**src/rtl/wb_arb_pkg.sv**
```systemverilog
// Shared types and constant helpers for the Wishbone DRAM-port arbiter.
// The optional stall watchdog is enabled by defining WB_ARB_TIMEOUT_EN.
package wb_arb_pkg;

    typedef enum logic {
        IDLE = 1'b0,
        BUSY = 1'b1
    } arb_state_t;

    // Ceiling log2, usable in constant expressions.
    function automatic int clog2(input int value);
        int result;
        int v;
        result = 0;
        v = value - 1;
        while (v > 0) begin
            result = result + 1;
            v = v >> 1;
        end
        return result;
    endfunction

    // Width of a master index; never zero so a single-master build still has a legal vector.
    function automatic int idx_w(input int num_masters);
        return (num_masters > 1) ? clog2(num_masters) : 1;
    endfunction

endpackage

```
**src/rtl/rr_arbiter.sv**
```systemverilog
// Pure combinational round-robin pick: the first requester strictly after the
// last-granted index wins, wrapping around; result is one-hot plus its index.
module rr_arbiter
    import wb_arb_pkg::*;
#(
    parameter  int N     = 2,
    localparam int IDX_W = idx_w(N)
) (
    input  logic [N-1:0]     req_i,
    input  logic [IDX_W-1:0] last_i,
    output logic [N-1:0]     grant_o,
    output logic [IDX_W-1:0] grant_idx_o
);

    logic [IDX_W:0] rot_amt;
    logic [IDX_W:0] back_amt;
    logic [N-1:0]   rot_req;
    logic [N-1:0]   rot_gnt;

    // Rotate so the master after last_i sits at bit 0, take the lowest set
    // bit, then rotate the single bit back into master numbering.
    always_comb begin
        rot_amt  = (IDX_W+1)'(last_i) + (IDX_W+1)'(1);
        back_amt = (IDX_W+1)'(N) - rot_amt;
        rot_req  = N'({req_i, req_i} >> rot_amt);
        rot_gnt  = rot_req & (~rot_req + N'(1));
        grant_o  = N'({rot_gnt, rot_gnt} >> back_amt);
    end

    always_comb begin
        grant_idx_o = '0;
        for (int i = 0; i < N; i++) begin
            if (grant_o[i]) begin
                grant_idx_o = IDX_W'(i);
            end
        end
    end

endmodule

```
**src/rtl/wb_mem_arbiter.sv**
```systemverilog
// N-master to 1-slave classic Wishbone arbiter for the 128-bit DRAM user port.
// Round-robin, burst-holding grant; define WB_ARB_TIMEOUT_EN for the stall watchdog.
module wb_mem_arbiter
    import wb_arb_pkg::*;
#(
    parameter  int NUM_MASTERS = 2,
    parameter  int ADDR_W      = 32,
    parameter  int DATA_W      = 128,
    parameter  int TIMEOUT     = 1024,
    localparam int SEL_W       = DATA_W / 8
) (
    input  logic                          clk,
    input  logic                          rst,
    input  logic [NUM_MASTERS*ADDR_W-1:0] m_adr_i,
    input  logic [NUM_MASTERS*DATA_W-1:0] m_dat_i,
    output logic [DATA_W-1:0]             m_dat_o,
    input  logic [NUM_MASTERS-1:0]        m_we_i,
    input  logic [NUM_MASTERS*SEL_W-1:0]  m_sel_i,
    input  logic [NUM_MASTERS-1:0]        m_stb_i,
    input  logic [NUM_MASTERS-1:0]        m_cyc_i,
    output logic [NUM_MASTERS-1:0]        m_ack_o,
    output logic [NUM_MASTERS-1:0]        m_err_o,
    output logic [ADDR_W-1:0]             s_adr_o,
    output logic [DATA_W-1:0]             s_dat_o,
    output logic                          s_we_o,
    output logic [SEL_W-1:0]              s_sel_o,
    output logic                          s_stb_o,
    output logic                          s_cyc_o,
    input  logic [DATA_W-1:0]             s_dat_i,
    input  logic                          s_ack_i,
    input  logic                          s_err_i,
    output logic [NUM_MASTERS-1:0]        grant_o
);

    localparam int IDX_W = idx_w(NUM_MASTERS);

    arb_state_t             state_q, state_d;
    logic [NUM_MASTERS-1:0] grant_q, grant_d;
    logic [IDX_W-1:0]       gidx_q, gidx_d;
    logic [IDX_W-1:0]       last_q, last_d;

    logic [NUM_MASTERS-1:0] rr_grant;
    logic [IDX_W-1:0]       rr_idx;

    logic                   cyc_g;
    logic                   stb_g;
    logic                   we_g;
    logic [ADDR_W-1:0]      adr_g;
    logic [DATA_W-1:0]      dat_g;
    logic [SEL_W-1:0]       sel_g;
    logic                   timeout_hit;

    logic [ADDR_W-1:0]      adr_term [NUM_MASTERS];
    logic [DATA_W-1:0]      dat_term [NUM_MASTERS];
    logic [SEL_W-1:0]       sel_term [NUM_MASTERS];

    rr_arbiter #(
        .N (NUM_MASTERS)
    ) u_rr (
        .req_i       (m_cyc_i),
        .last_i      (last_q),
        .grant_o     (rr_grant),
        .grant_idx_o (rr_idx)
    );

    // AND-OR mux on the one-hot grant; grant is all-zero outside BUSY so the slave side idles at 0.
    for (genvar gi = 0; gi < NUM_MASTERS; gi++) begin : g_mux
        assign adr_term[gi] = m_adr_i[gi*ADDR_W +: ADDR_W] & {ADDR_W{grant_q[gi]}};
        assign dat_term[gi] = m_dat_i[gi*DATA_W +: DATA_W] & {DATA_W{grant_q[gi]}};
        assign sel_term[gi] = m_sel_i[gi*SEL_W +: SEL_W]   & {SEL_W{grant_q[gi]}};
    end

    always_comb begin
        adr_g = '0;
        dat_g = '0;
        sel_g = '0;
        for (int i = 0; i < NUM_MASTERS; i++) begin
            adr_g = adr_g | adr_term[i];
            dat_g = dat_g | dat_term[i];
            sel_g = sel_g | sel_term[i];
        end
    end

    assign cyc_g = |(m_cyc_i & grant_q);
    assign stb_g = |(m_stb_i & grant_q);
    assign we_g  = |(m_we_i  & grant_q);

`ifdef WB_ARB_TIMEOUT_EN
    localparam int CNT_W = clog2(TIMEOUT + 1);

    logic [CNT_W-1:0] cnt_q, cnt_d;

    // Counts strobed cycles still waiting on the slave; any response or release restarts it.
    always_comb begin
        cnt_d = cnt_q;
        if ((state_q != BUSY) || s_ack_i || s_err_i || timeout_hit) begin
            cnt_d = '0;
        end else if (stb_g) begin
            cnt_d = cnt_q + CNT_W'(1);
        end
    end

    assign timeout_hit = (state_q == BUSY) && (cnt_q == CNT_W'(TIMEOUT));

    always_ff @(posedge clk or posedge rst) begin
        if (rst) begin
            cnt_q <= '0;
        end else begin
            cnt_q <= cnt_d;
        end
    end
`else
    logic unused_timeout;

    assign unused_timeout = ^TIMEOUT;
    assign timeout_hit    = 1'b0;
`endif

    always_comb begin
        state_d = state_q;
        grant_d = grant_q;
        gidx_d  = gidx_q;
        last_d  = last_q;
        case (state_q)
            IDLE: begin
                if (|m_cyc_i) begin
                    grant_d = rr_grant;
                    gidx_d  = rr_idx;
                    state_d = BUSY;
                end
            end
            BUSY: begin
                // Owner keeps the bus for its whole cycle; release forces one idle bubble.
                if (!cyc_g || timeout_hit) begin
                    grant_d = '0;
                    last_d  = gidx_q;
                    state_d = IDLE;
                end
            end
            default: begin
                state_d = IDLE;
                grant_d = '0;
            end
        endcase
    end

    always_ff @(posedge clk or posedge rst) begin
        if (rst) begin
            state_q <= IDLE;
            grant_q <= '0;
            gidx_q  <= '0;
            last_q  <= IDX_W'(NUM_MASTERS - 1);
        end else begin
            state_q <= state_d;
            grant_q <= grant_d;
            gidx_q  <= gidx_d;
            last_q  <= last_d;
        end
    end

    assign s_adr_o = adr_g;
    assign s_dat_o = dat_g;
    assign s_sel_o = sel_g;
    assign s_we_o  = we_g;
    assign s_cyc_o = cyc_g & ~timeout_hit;
    assign s_stb_o = stb_g & ~timeout_hit;

    // Responses reach only the owner, and only while it still holds cyc.
    assign m_ack_o = grant_q & {NUM_MASTERS{s_ack_i & cyc_g & ~timeout_hit}};
    assign m_err_o = grant_q & {NUM_MASTERS{(s_err_i & cyc_g) | timeout_hit}};
    assign m_dat_o = s_dat_i;
    assign grant_o = grant_q;

endmodule

```
**config.mk**
```make
export PLATFORM = sky130hd
export DESIGN_NAME = wb_mem_arbiter
export DESIGN_NICKNAME = d
export VERILOG_FILES = /design/src/rtl/wb_arb_pkg.sv /design/src/rtl/rr_arbiter.sv /design/src/rtl/wb_mem_arbiter.sv
export SDC_FILE = /design/constraint.sdc
export NUM_CORES = 1
export LEC_CHECK = 0
export CAP_MARGIN = 20
export CORE_AREA = 2 2 310 312
export CTS_CLUSTER_DIAMETER = 100
export DETAILED_ROUTE_END_ITERATION = 12
export DIE_AREA = 0 0 312 314
export GPL_TIMING_DRIVEN = 0
export PLACE_DENSITY = 0.3
export REMOVE_ABC_BUFFERS = 1
export SYNTH_ARGS = -nofsm -noshare
export SYNTH_HDL_FRONTEND = slang
export SYNTH_SLANG_ARGS = --single-unit
```
**constraint.sdc**
```tcl
create_clock -name clk -period 1.2 [get_ports clk]
set_clock_uncertainty 0.15 [all_clocks]
set_input_delay 0.12 -clock clk [delete_from_list [all_inputs] [get_ports clk]]
set_output_delay 0.12 -clock clk [all_outputs]
set_load 0.01 [all_outputs]
```
==> impl_results.md <==
* Ys async rst share at 100%
* Worst-Skew Late Latency at 0.23 ns
* CTS buffer count at 3
* Reg power frac at 1.9%
* Worst slew pin tran at 0.368 ns
* Clock root buffer: clkbuf_16
* Antenna-violating nets left at 0
* Cell breakdown of the critical path: buf_12, buf_16, a22o_1, buf_2
* Port Buffers at 546
* Initial antenna violation count at 6
* Count leader, synth: a22o_1
* Max-capacitance violation count at 0
* Slowest Stage Delay on Critical Path at 0.52 ns
* Leak Pwr at 3.76 nW
* Layout cells sized above 1 at 34.1%
* Clk sinks at 5
* Layout fillers at 11,000
* Die Wd at 312 um
* Total negative slack at -111.74 ns
* Synthesized area at 3000 um^2
* H-tree depth at 1
* Core area at 94,400 um^2
* Fin util at 10.3%
* Ports at 803
* Switch share at 52.9%
* Top post-synthesis cells by count: a22o_1 (179), buf_4 (128), buf_2 (30)
* Nets at 1,291
* HP Class: in2async
* WP data required at 0.93 ns
* Critical path type: reg2out
* Avg WL per Cell at 35.7 um
* Peak VDD IR at 0.730 mV
* Post-Syn Instances at 375
* Largest net degree at the start of global routing at 70
* Total wire length at 73,700 um
* PnR Total Power at 0.0211 W
* Die height at 314 um
* First-pass GRT wire length at 83,900 um
* EDFF count, synth at 0
* First DRT Iteration DRCs at 361
* Final HPWL DP at 56,700 um
* Crit path arrival time at 1.62 ns
* Total grt overflow at 0
* Worst slack at placement at -1.45 ns
* Min Tclk post-route at 1.89 ns
* TritonCTS clock tree: built
* Rows at 113
* Pint at 0.00993 W
* Area grow syn2layout at 223%
* Final Hold Viols at 0
* Clock Power Share at 2.7%
* Register bit total from synthesis at 5
* Worst-path maximum fanout at 22
* Final setup viols at 189
* Synth Warn # at 0
* DR vias at 5,684
* P_sw at 0.0111 W
* GRT Util Overall at 13.7%
* Synth area leaders: a22o_1 (52%), buf_4 (32%), buf_2 (5.0%), dfrtp_1 (3.3%), clkbuf_1 (1.3%)
* Failing checks: setup timing
* Vias in the first global route at 5,888
* Mean post-synth cell area at 7.99 um^2
* Startpoint Class: register
* Clock Path Buffers at 2
* Final WS setup at -0.689 ns
* Status: complete, but fails checks
* Slew Limit Fails at 0
* Hold_ws at 0.00358 ns
* Vias per inst at 2.75
* Cts hold-fix bufs at 0
* DIE AREA at 98,000 um^2
* Prevailing post-synth register cell: dfrtp_1
* CTS clk-pin slew, worst paths at 0.03 ns
* Unrepaired setup endpoints after global routing: true
* Pwr dens at 2170 nW/um^2
* Crit path max-delay cell type: dfrtp_4
* Gate power share at 95.4%
* Initial Util at 3.17%
* DRC violation count after routing at 0
* Max frequency at 0.529 GHz
* CP endpoint kind: primary output
* Distinct cells, synth at 21
* Relative slew slack at 75.4%
* GP Congestion at 0.824
* Seq/Total Area, Yosys at 4.22%
* Pre-antenna DRT Iters at 4
* Top cell type's share of synthesized area at 52.3%
* Final worst path period share at 157%
* Yosys top cell by area: a22o_1
==> worst max-delay path, delay by kind of cell, from the launching register on <==
| family | cells | cell delay (ns) |
|---|---|---|
| AO/OA/AOI/OAI | 1 | 0.25 |
| buffers and inverters | 3 | 0.55 |
| flip-flops | 1 | 0.52 |
==> power groups by stage <==
stage               clock network [W]  registers [W]  logic (W)
finish                       0.000560       0.000404     0.0201
global route                 0.000575       0.000420     0.0217
CTS                          0.000552       0.000387     0.0192
detailed placement                  0       0.000750     0.0167
global placement                    0       0.000751    0.00568
floorplan                           0       0.000770    0.00228
==> path summary, 6_finish.rpt <==
check | start | depth (start not counted) | end | slack, ns
min in group clk | s_dat_i[112] | 0 | m_dat_o[112] | 0.09
max | grant_o[1] | 4 | s_dat_o[52] | -0.69
min | rst | 2 | state_q | 0.004
max reg2reg | grant_o[1] | 5 | last_q | -0.65
max in group asynchronous | rst | 2 | last_q | 0.66
min reg2reg | gidx_q | 1 | last_q | 0.38
==> sequential cells by signal, summed over array words and instances (netlist names) <==
signal,flops
gidx_q,1
grant_o,2
last_q,1
state_q,1
==> kinds of logic after synthesis <==
logic type,Yosys count,synth area share (%)
mux,2,0.876
buf+inv,172,39.1
flops,5,4.22
simple gates,9,1.79
compound gates,187,54.0
==> timing repair <==
action                     CTS  global route
setup endpoints to repair  189           190
setup buffers               10             5
hold endpoints to repair     0             0
pin swaps                   16             4
gates resized for setup    789           168
cloned                      11            14
==> metal layers <==
metal | vias up | track usage, % | wire [um]
met5 | - | 8.70 | 1140
met4 | 18 | 0.885 | 810
met2 | 816 | 18.0 | 28000
met1 | 2607 | 15.6 | 29100
li1 | 2192 | - | -
met3 | 51 | 13.2 | 14600
==> metrics by stage <==
stage / instances / instance area, um^2
floorplan: 206 / 1840
global placement: 2017 / 8890
detailed placement: 2021 / 9000
CTS: 2046 / 9390
global route: 2066 / 9690
finish: 2066 / 9690
==> cells in the final DEF, fill, tap and decap left out, types with 2 or more instances in the layout <==
cell / n
clkdlybuf4s50_1: 360
a22o_1: 145
buf_2: 72
buf_6: 48
clkbuf_2: 38
a22o_4: 34
buf_4: 28
buf_16: 15
clkbuf_16: 12
buf_12: 10
inv_1: 3
and2_1: 3
buf_8: 3
clkdlybuf4s15_2: 3
a21oi_2: 2
dfrtp_1: 2
dfrtp_4: 2
clkdlybuf4s15_1: 2
==> final cells by class <==
class                           instances  area [um^2]  share of cell area (%)
Inverter                                3         11.3                   0.116
Timing Repair Buffer                  590         5860                    60.5
Tap cell                             1265         1580                    16.3
Antenna cell                            1         2.50                  0.0258
Multi-Input combinational cell        198         2020                    20.8
Clock buffer                            4         78.8                   0.813
Sequential cell                         5          134                    1.38
Power figures use the tool's default switching activity.
